===== src/rtl/uart_tx.sv =====
// rtl/uart_tx.sv - UART transmitter driven by a 16x oversampling tick
//
// Sends one start bit, DBIT data bits (LSB first), then a stop period of
// SB_TICK ticks. Each start and data bit lasts 16 ticks.
//
// Ports:
//   clk          system clock, rising edge
//   reset        asynchronous active-low reset
//   s_tick       one-clock oversampling tick from the baud timer
//   tx_start     send request, sampled only while idle
//   din          data word, captured when tx_start is accepted
//   tx           registered serial line, idles high
//   tx_busy      high whenever a frame is in progress
//   tx_done_tick one-clock pulse on the terminal stop tick
module uart_tx #(
   parameter int DBIT    = 8,
   parameter int SB_TICK = 16
) (
   input  logic            clk,
   input  logic            reset,
   input  logic            s_tick,
   input  logic            tx_start,
   input  logic [DBIT-1:0] din,
   output logic            tx,
   output logic            tx_busy,
   output logic            tx_done_tick
);

   localparam int SW = ($clog2(SB_TICK) > 4) ? $clog2(SB_TICK) : 4;
   localparam int NW = $clog2(DBIT);

   localparam logic [1:0] IDLE  = 2'd0;
   localparam logic [1:0] START = 2'd1;
   localparam logic [1:0] DATA  = 2'd2;
   localparam logic [1:0] STOP  = 2'd3;

   logic [1:0]      state_reg, state_next;
   logic [SW-1:0]   s_reg, s_next;
   logic [NW-1:0]   n_reg, n_next;
   logic [DBIT-1:0] b_reg, b_next;
   logic            tx_reg, tx_next;

   always_ff @(posedge clk or negedge reset) begin
      if (!reset) begin
         state_reg <= IDLE;
         s_reg     <= '0;
         n_reg     <= '0;
         b_reg     <= '0;
         tx_reg    <= 1'b1;
      end else begin
         state_reg <= state_next;
         s_reg     <= s_next;
         n_reg     <= n_next;
         b_reg     <= b_next;
         tx_reg    <= tx_next;
      end
   end

   always_comb begin
      state_next   = state_reg;
      s_next       = s_reg;
      n_next       = n_reg;
      b_next       = b_reg;
      tx_next      = tx_reg;
      tx_done_tick = 1'b0;
      case (state_reg)
         IDLE: begin
            tx_next = 1'b1;
            if (tx_start) begin
               b_next     = din;
               s_next     = '0;
               tx_next    = 1'b0;
               state_next = START;
            end
         end
         START: begin
            tx_next = 1'b0;
            if (s_tick) begin
               if (s_reg == SW'(15)) begin
                  s_next     = '0;
                  n_next     = '0;
                  tx_next    = b_reg[0];
                  state_next = DATA;
               end else begin
                  s_next = s_reg + SW'(1);
               end
            end
         end
         DATA: begin
            tx_next = b_reg[0];
            if (s_tick) begin
               if (s_reg == SW'(15)) begin
                  s_next = '0;
                  b_next = b_reg >> 1;
                  if (n_reg == NW'(DBIT - 1)) begin
                     tx_next    = 1'b1;
                     state_next = STOP;
                  end else begin
                     n_next  = n_reg + NW'(1);
                     // next bit is already in position 1 of the old word
                     tx_next = b_reg[1];
                  end
               end else begin
                  s_next = s_reg + SW'(1);
               end
            end
         end
         default: begin
            tx_next = 1'b1;
            if (s_tick) begin
               if (s_reg == SW'(SB_TICK - 1)) begin
                  // combinational so the pulse lines up with the last stop tick
                  tx_done_tick = 1'b1;
                  state_next   = IDLE;
               end else begin
                  s_next = s_reg + SW'(1);
               end
            end
         end
      endcase
   end

   assign tx      = tx_reg;
   assign tx_busy = (state_reg != IDLE);

endmodule


===== config.mk =====
export PLATFORM = sky130hd
export DESIGN_NAME = uart_tx
export DESIGN_NICKNAME = d
export VERILOG_FILES = /design/src/rtl/uart_tx.sv
export SDC_FILE = /design/constraint.sdc
export NUM_CORES = 1
export LEC_CHECK = 0
export ABC_AREA = 1
export BUFFER_PORTS_ARGS = -buffer_cell sky130_fd_sc_hd__clkbuf_2
export CORE_MARGIN = 10
export CORE_UTILIZATION = 63
export CTS_BUF_LIST = sky130_fd_sc_hd__clkbuf_2
export DETAILED_ROUTE_END_ITERATION = 8
export PLACE_DENSITY = 0.86
export REMOVE_ABC_BUFFERS = 1
export SKIP_LAST_GASP = 1
export SYNTH_ARGS = -nofsm -noshare
export SYNTH_HDL_FRONTEND = slang
export SYNTH_SLANG_ARGS = --single-unit

===== constraint.sdc =====
create_clock -name clk -period 3.7 [get_ports clk]
set_clock_uncertainty 0.2 [all_clocks]
set_input_delay 0.555 -clock clk [delete_from_list [all_inputs] [get_ports clk]]
set_output_delay 0.555 -clock clk [all_outputs]
set_load 0.05 [all_outputs]

==> results_dict.tcl, run 1 <==
set metrics [dict create \
    run_status "complete, no violations" \
    cts_resized 0 \
    switchingPower_w 0.000459 \
    syn_avg_cell_area_um2 7.06 \
    nNetsFinal 196 \
    clock_path_buffers 2 \
    dp_worst_setup_slack_ns 1.57 \
    r2r-start "state_reg[0]" \
    reg2reg_slack_ns 1.51 \
    clkLatencyLatePin_ns 0.30 \
    numCtsBuffers 3 \
    fin_area_mm2 0.00124 \
    wire_per_inst_um 12.0 \
    ys.flop_type "dfrtp_1" \
    clock_sinks 18 \
    drive_above_1_share_pct 13.6 \
    rsz0062_at_grt "false" \
    power.share.switching_pct 49.8 \
    drv_slew 0 \
    synth_edf_count 0 \
    drt_wl_total_um 2420 \
    pwr-share-comb_pct 54.0 \
    grt_usage_pct 13.3 \
    area_growth_pct 10.7 \
    hold_path_class "in2reg" \
    fin_crit_ns 2.48 \
    start_util_pct 65.7 \
    final.setup.worst_slack_ns 1.22 \
    post_synth_num_cell_types 17 \
    reg2regPathDepth 7 \
    synth_top_area_share_pct 37.9 \
    dr.pass1.iters 4 \
    drt_iter0_markers 41 \
    antennaDiodeCount 0 \
    cp.required_ns 2.94 \
    coreArea_mm2 0.00171 \
    layout.cells.non_filler 201 \
    tightest_slew_ns 0.495 \
    grt_pass1_vias 1024 \
    yosysSeqAreaShare_pct 40.2 \
    largest_reg_flops 8 \
    syn_area_mm2 0.00112 \
    p_per_area_mw_per_mm2 742 \
    post-synth-top-area-cell "dfrtp_1" \
    fp.dieH_um 62.2 \
    synth-seq-cells 18 \
    clkSlewWorstSetupHoldPaths_ns 0.17 \
    p_seq_share_pct 36.9 \
    grt_max_degree 19 \
    die-area_mm2 0.00387 \
    hold_depth 3 \
    fmax_mhz 403 \
    pwr-share-clk_pct 9.1 \
    ant_nets 0 \
    cap_violations 0 \
    hold_ws_ns 0.293 \
    dp.cells 196 \
    htree_levels 1 \
    drcViolationCount 0 \
    setup_viol 0 \
    hp-start "din[7]" \
    portBuffers 14 \
    post-cts-setup-buffers 0 \
    synth_area_leaders "dfrtp_1 38%, nand2_1 25%, ha_1 7.8%" \
    cp-start-kind "flop" \
    antenna_found_initial 0 \
    grt_pass1_wl_um 4350 \
    finalSetupTns_ns 0 \
    ir_worst_vdd_uv 445 \
    vias_per_cell 5.07 \
    r2r-end "n_reg[1]" \
    synth_warnings 0 \
    gp_congestion 0.820 \
    vias 1020 \
    root_buffer "clkbuf_2" \
    synth.most_common_cell "nand2_1" \
    place_hpwl_um 1890 \
    async_flop_share_pct 100 \
    p_leak_nw 0.719 \
    path_class "reg2out" \
    critPathMaxFanout 5 \
    hold_viol_final 0 \
    num_io_pins 15 \
    p_int_w 0.000463 \
    synth_top_cells_by_count "74 x nand2_1, 17 x dfrtp_1, 17 x inv_1" \
    max-slew-margin-rel_pct 67.0 \
    rows 15 \
    placed_area_mm2 0.00121 \
    worstSetupEndpointType "output port" \
    syn_inst 159 \
    fin_crit_sh_pct 67.0 \
    die_x_um 62.2 \
    hold_end "b_reg[7]" \
    worstPathArrival_ns 1.72 \
    cts_tree "built" \
    grt_overflow 0 \
]
[per-layer routing]
| metal | vias up | share of wire, % | track usage [%] |
|---|---|---|---|
| met5 | - | 0 | 0 |
| li1 | 528 | - | - |
| met1 | 451 | 45 | 16.5 |
| met2 | 33 | 45 | 19.7 |
| met4 | 0 | 2.3 | 6.86 |
| met3 | 8 | 7.0 | 4.66 |
[stage by stage]
step,util [%],power [W]
2_1_floorplan,-,0.000719
3_3_place_gp,71.1,0.000807
3_5_place_dp,71.1,0.000836
4_1_cts,72.7,0.000921
5_1_grt,72.7,0.00103
6_report,72.7,0.000922
[what timing repair did]
item | 4_1_cts | 5_1_grt
hold buffers | 1 | 0
hold endpoints to repair | 17 | 0
setup endpoints to repair | 0 | 0
[cells in the final DEF (no fill, tap or decap)]
cell / instances
o21ai_0: 6
nand3_1: 15
ha_1: 7
nor2_4: 1
nand2_4: 2
nand3_2: 1
nor2_1: 7
clkinv_1: 1
nand2_1: 74
dfrtp_1: 17
a21oi_1: 2
clkbuf_2: 17
dfstp_2: 1
or2_0: 1
nand4_1: 2
nor2_2: 2
o21bai_1: 2
dlygate4sd3_1: 1
inv_1: 17
[worst max path at each step]
stage | end | slack (ns) | start
after floorplan | tx_done_tick | 1.39 | s_reg[0]
after global placement | tx_done_tick | 1.57 | s_reg[0]
after detailed placement | n_reg[1] | 1.57 | state_reg[0]
after CTS | tx_done_tick | 1.21 | s_reg[0]
after global routing | tx_done_tick | 1.07 | s_reg[0]
final | tx_done_tick | 1.22 | s_reg[0]
[cells by family after synthesis]
family                     synth area share [%]
and+or+nand+nor                            40.5
buffers and inverters                      6.58
DFF                                        40.2
AOI/OAI and AO/OA                          4.90
adders and majority gates                  7.80
[worst max-delay path, cell delays in order, from the launching register on]
cell and delay [ns]:
dfrtp_1 0.44, ha_1 0.23, nand3_2 0.14, nor2_4 0.14, inv_1 0.09, nor2_1 0.09
clkbuf_2 0.29
[cell type report]
| class | count | area (um2) |
|---|---|---|
| Tap cell | 25 | 31.3 |
| Sequential cell | 18 | 452 |
| Fill cell | 149 | 465 |
| Clock inverter | 1 | 3.75 |
| Inverter | 17 | 63.8 |
| Clock buffer | 3 | 15.0 |
| Multi-Input combinational cell | 122 | 597 |
| Timing Repair Buffer | 15 | 80.1 |
[power groups by stage]
stage	Combinational [W]	Sequential [W]	Clock, W
2_1_floorplan	0.000373	0.000346	0
3_3_place_gp	0.000471	0.000336	0
3_5_place_dp	0.000495	0.000341	0
4_1_cts	0.000497	0.000337	0.0000869
5_1_grt	0.000584	0.000349	0.0000982
6_report	0.000498	0.000340	0.0000839
Power figures use the tool's default switching activity.
==> run 2: changes to the inputs <==
--- a/config.mk
+++ b/config.mk
@@ -8,10 +8,10 @@
 export ABC_AREA = 1
 export BUFFER_PORTS_ARGS = -buffer_cell sky130_fd_sc_hd__clkbuf_2
 export CORE_MARGIN = 10
-export CORE_UTILIZATION = 63
+export CORE_UTILIZATION = 59
 export CTS_BUF_LIST = sky130_fd_sc_hd__clkbuf_2
 export DETAILED_ROUTE_END_ITERATION = 8
-export PLACE_DENSITY = 0.86
+export PLACE_DENSITY = 0.81
 export REMOVE_ABC_BUFFERS = 1
 export SKIP_LAST_GASP = 1
 export SYNTH_ARGS = -nofsm -noshare
==> constraint.sdc (replaced) <==
create_clock -name clk -period 2.5 [get_ports clk]
set_clock_uncertainty 0.2 [all_clocks]
set_input_delay 0.375 -clock clk [delete_from_list [all_inputs] [get_ports clk]]
set_output_delay 0.375 -clock clk [all_outputs]
set_load 0.05 [all_outputs]
==> run 2 against run 1 <==
Against the previous run:
- power rose by 49%
- count of clock-buffer cells in the layout did not move
- sequential share of layout area fell by 0.22 points
- combinational power rose by 52%
- flip-flop and latch count did not move
- register-to-register slack got worse by 0.89 ns
- hold slack got worse by 0.21 ns
- critical path depth did not move
- sequential power rose by 45%
- critical path type unchanged
==> results_dict.tcl, run 2 (synthesis results as in run 1) <==
set metrics [dict create \
    final_cell_mix "74 x nand2_1, 17 x inv_1, 17 x dfrtp_1, 17 x clkbuf_2, 15 x nand3_1" \
    rsz0062_at_grt "false" \
    drt_iter0_markers 41 \
    cts_resized 0 \
    antenna_found_initial 0 \
    p_leak_nw 0.725 \
    nNetsFinal 197 \
    critPathMaxFanout 5 \
    numCtsBuffers 3 \
    htree_levels 1 \
    ir_worst_vdd_uv 716 \
    place_hpwl_um 1850 \
    grt_max_degree 19 \
    worstPathArrival_ns 1.74 \
    die_x_um 63.6 \
    cp.required_ns 1.92 \
    dp_worst_setup_slack_ns 0.553 \
    r2r-end "s_reg[0]" \
    clkLatencyLatePin_ns 0.31 \
    hold_path_class "in2reg" \
    p_per_area_mw_per_mm2 1100 \
    reg2reg_slack_ns 0.62 \
    fin_crit_sh_pct 92.6 \
    clock_sinks 18 \
    cts_tree "built" \
    largest_reg_flops 8 \
    dr.pass1.iters 4 \
    tightest_slew_ns 0.469 \
    startpoint "s_reg[0]" \
    cts_hold_buffers 1 \
    drcViolationCount 0 \
    vias_per_cell 5.11 \
    portBuffers 14 \
    max-slew-margin-rel_pct 68.7 \
    ant_nets 0 \
    final.setup.worst_slack_ns 0.186 \
    hold_viol_final 0 \
    vias 1032 \
    grt_usage_pct 12.5 \
    grt_pass1_wl_um 4190 \
    clkSlewWorstSetupHoldPaths_ns 0.17 \
    start_util_pct 63.6 \
    path_class "reg2out" \
    drt_wl_total_um 2360 \
    coreArea_mm2 0.00176 \
    area_growth_pct 11.4 \
    wire_per_inst_um 11.7 \
    clock_path_buffers 2 \
    cp-endpoint "tx_done_tick" \
    post-cts-setup-buffers 0 \
    final_common_cell "nand2_1" \
    grt_pass1_vias 996 \
    fmax_mhz 432 \
    fp.dieH_um 63.6 \
    drv_slew 0 \
    finalSetupTns_ns 0 \
    run_status "complete, no violations" \
    grt_overflow 0 \
    die-area_mm2 0.00405 \
    drive_above_1_share_pct 14.1 \
    total_power_w 0.00138 \
    reg2regPathDepth 10 \
    antennaDiodeCount 0 \
    rows 15 \
    fin_crit_ns 2.31 \
    gp_congestion 0.809 \
    r2r-start "state_reg[0]" \
    setup_viol 0 \
    cap_violations 0 \
    root_buffer "clkbuf_2" \
    fillCellCount 164 \
    worstSetupEndpointType "output port" \
    cp-start-kind "flop" \
    num_io_pins 15 \
]
[run 2: changes by cell type in the layout (fill, tap and decap cells not counted), sizes merged]
cell and change:
buf +1
[run 2: final cells by class]
cell class              count  area (um2)  area share, %
multi-input cells         122         597           47.7
flip-flops and latches     18         452           36.1
repair buffers             16        87.6           7.01
inverters                  17        63.8           5.11
well taps                  25        31.3           2.50
clock buffers               3        15.0           1.20
clock inverters             1        3.75          0.300
[run 2: layer usage]
metal	global-route usage (%)	vias up	share of wire, %
met1	14.8	469	46
met5	0	-	0
met4	5.46	0	1.5
met2	20.5	27	47
li1	-	531	-
met3	3.53	5	5.3
[run 2: power by group]
part | switching, W | total (W) | internal [W] | leakage, nW
clock | 0.0000924 | 0.000127 | 0.0000348 | 0.0140
combinational | 0.000513 | 0.000758 | 0.000246 | 0.486
sequential | 0.0000809 | 0.000493 | 0.000412 | 0.225
total | 0.000686 | 0.00138 | 0.000693 | 0.725
[run 2: critical path: stages (launching register included)]
cell and delay, ns:
dfrtp_1 0.45, ha_1 0.23, nand3_2 0.15, nor2_4 0.14, inv_1 0.09, nor2_1 0.10
clkbuf_2 0.28
[run 2: worst min-delay path by stage]
stage	to	cells past startpoint	start	slack, ns
2_1_floorplan	b_reg[0]	0	reset	-0.12
3_3_place_gp	s_reg[3]	1	reset	0.14
3_5_place_dp	s_reg[3]	1	reset	0.15
4_1_cts	b_reg[7]	3	din[7]	0.08
5_1_grt	b_reg[7]	3	din[7]	0.10
6_report	b_reg[7]	3	din[7]	0.09
[run 2: metrics by stage]
step	instances	hold slack, ns	cell area (um2)	utilization (%)
2_1_floorplan	157	-0.121	1110	-
3_3_place_gp	197	0.141	1220	69.2
3_5_place_dp	197	0.145	1220	69.2
4_1_cts	202	0.0848	1250	70.9
5_1_grt	202	0.104	1250	70.9
6_report	202	0.0880	1250	70.9
==> run 3: changes to the inputs <==
--- a/config.mk
+++ b/config.mk
@@ -13,6 +13,7 @@
 export DETAILED_ROUTE_END_ITERATION = 8
 export PLACE_DENSITY = 0.81
 export REMOVE_ABC_BUFFERS = 1
+export SETUP_SLACK_MARGIN = 0.5
 export SKIP_LAST_GASP = 1
 export SYNTH_ARGS = -nofsm -noshare
 export SYNTH_HDL_FRONTEND = slang
==> run 3 against run 2 <==
Against the previous run:
- global-route usage grew 0.61 points
- first-iteration DRC count grew 44%
- power grew 7.7%
- fmax grew 17%
- critical path type unchanged
- sequential share of layout area shrank 3.1 points
- sequential power grew 1%
- critical endpoint unchanged
==> results_dict.tcl, run 3 (synthesis results as in run 1) <==
set metrics [dict create \
    run_status "complete, no violations" \
    max-slew-margin-rel_pct 68.6 \
    grt_max_degree 19 \
    drive_above_1_share_pct 21.5 \
    cts_tree "built" \
    vias_per_cell 5.30 \
    dp.cells 197 \
    htree_levels 1 \
    clkLatencyLatePin_ns 0.30 \
    grt.busiest_layer "met2" \
    fin_crit_sh_pct 79.2 \
    finalSetupTns_ns 0 \
    root_buffer "clkbuf_2" \
    clkSlewWorstSetupHoldPaths_ns 0.16 \
    final_cell_mix "74 x nand2_1, 17 x dfrtp_1, 15 x nand3_1, 15 x clkbuf_2, 14 x inv_1" \
    ant_nets 0 \
    cp-start-kind "flop" \
    worstSetupEndpointType "output port" \
    fin_crit_ns 1.98 \
    drv_slew 0 \
    die-area_mm2 0.00405 \
    antenna_found_initial 0 \
    clock_path_buffers 2 \
    final_common_cell "nand2_1" \
    final_core_util_pct 77.4 \
    fmax_mhz 505 \
    use_met3_pct 3.36 \
    clock_sinks 18 \
    reg2reg_slack_ns 0.69 \
    placed_area_mm2 0.00122 \
    place_hpwl_um 1850 \
    cp.required_ns 1.92 \
    hold_end "b_reg[7]" \
    grt_usage_pct 13.1 \
    r2r-start "state_reg[0]" \
    drcViolationCount 0 \
    critPathMaxFanout 2 \
    p_per_area_mw_per_mm2 1090 \
    grt_util_met2_pct 21.2 \
    drt_wl_total_um 2620 \
    ir_worst_vdd_uv 759 \
    tightest_slew_ns 0.472 \
    wire_per_inst_um 12.4 \
    grt_pass1_vias 1047 \
    coreArea_mm2 0.00176 \
    hold_viol_final 0 \
    num_io_pins 15 \
    antennaDiodeCount 0 \
    vias 1119 \
    dr.pass1.iters 4 \
    reg2regPathDepth 9 \
    hold_path_class "in2reg" \
    hp-start "din[7]" \
    setup_viol 0 \
    rsz0062_at_grt "true" \
    p_leak_nw 0.772 \
    gp_congestion 0.809 \
    die_x_um 63.6 \
    portBuffers 14 \
    grt_pass1_wl_um 4380 \
    layout.cells.non_filler 211 \
    drt_iter0_markers 59 \
    start_util_pct 63.6 \
    hold_ws_ns 0.0929 \
    fp.dieH_um 63.6 \
    fillCellCount 142 \
    rows 15 \
    hold_depth 3 \
    met1_usage_pct 15.5 \
    cap_violations 0 \
    fin_area_mm2 0.00137 \
    worstPathArrival_ns 1.41 \
    largest_reg_flops 8 \
    nNetsFinal 206 \
    r2r-end "s_reg[0]" \
    numCtsBuffers 3 \
    grt_overflow 0 \
    path_class "reg2out" \
    area_growth_pct 21.7 \
]
[run 3: cell count changes in the layout (fill, tap and decap cells not counted), moves of 2 or more]
cell and delta:
buf_4 +9, clkbuf_2 -2, ha_1 -2, inv_1 -3, inv_2 +3
[run 3: how the worst max path moves through the flow]
stage | depth (start not counted) | start | endpoint
finish | 6 | s_reg[0] | tx_done_tick
global route | 6 | s_reg[0] | tx_done_tick
CTS | 6 | s_reg[1] | tx_done_tick
detailed placement | 6 | s_reg[0] | tx_done_tick
global placement | 6 | s_reg[0] | tx_done_tick
floorplan | 5 | s_reg[0] | tx_done_tick
[run 3: power breakdown]
part | internal, W | switching, W | leakage, nW
clock | 0.0000348 | 0.0000913 | 0.0140
sequential | 0.000412 | 0.0000872 | 0.225
combinational | 0.000306 | 0.000554 | 0.533
total | 0.000753 | 0.000733 | 0.772
[run 3: metal layers]
metal / wire (um) / vias to the layer above / part of all wire (%)
met5: 0 / - / 0
met4: 59 / 0 / 2.3
met3: 135 / 8 / 5.2
met2: 1280 / 33 / 49
met1: 1140 / 527 / 44
li1: - / 551 / -
[run 3: layout make-up]
cell class	instances	area (um2)	area share, %
repair buffers	25	174	12.7
inverters	17	63.8	4.67
flip-flops and latches	18	452	33.1
well taps	25	31.3	2.29
clock inverters	1	3.75	0.275
clock buffers	3	15.0	1.10
multi-input cells	122	627	45.9
[run 3: what timing repair did]
| action | in CTS | in global routing |
|---|---|---|
| hold endpoints to repair | 17 | 0 |
| pin swaps | 3 | 3 |
| setup endpoints to repair | 2 | 3 |
| buffers inserted | 6 | 3 |
| resized for setup | 10 | 4 |
| hold buffers | 1 | 0 |
[run 3: worst max-delay path: stages, from the launching register on]
cell,delay (ns)
dfrtp_1,0.45
ha_4,0.17
nand3_4,0.09
nor2_4,0.12
inv_2,0.06
nor2_4,0.08
buf_8,0.15
[run 3: through the flow]
stage | total power, W | setup WS, ns
after floorplan | 0.00106 | 0.367
after global placement | 0.00121 | 0.619
after detailed placement | 0.00125 | 0.553
after CTS | 0.00145 | 0.466
after global routing | 0.00163 | 0.451
final | 0.00149 | 0.520
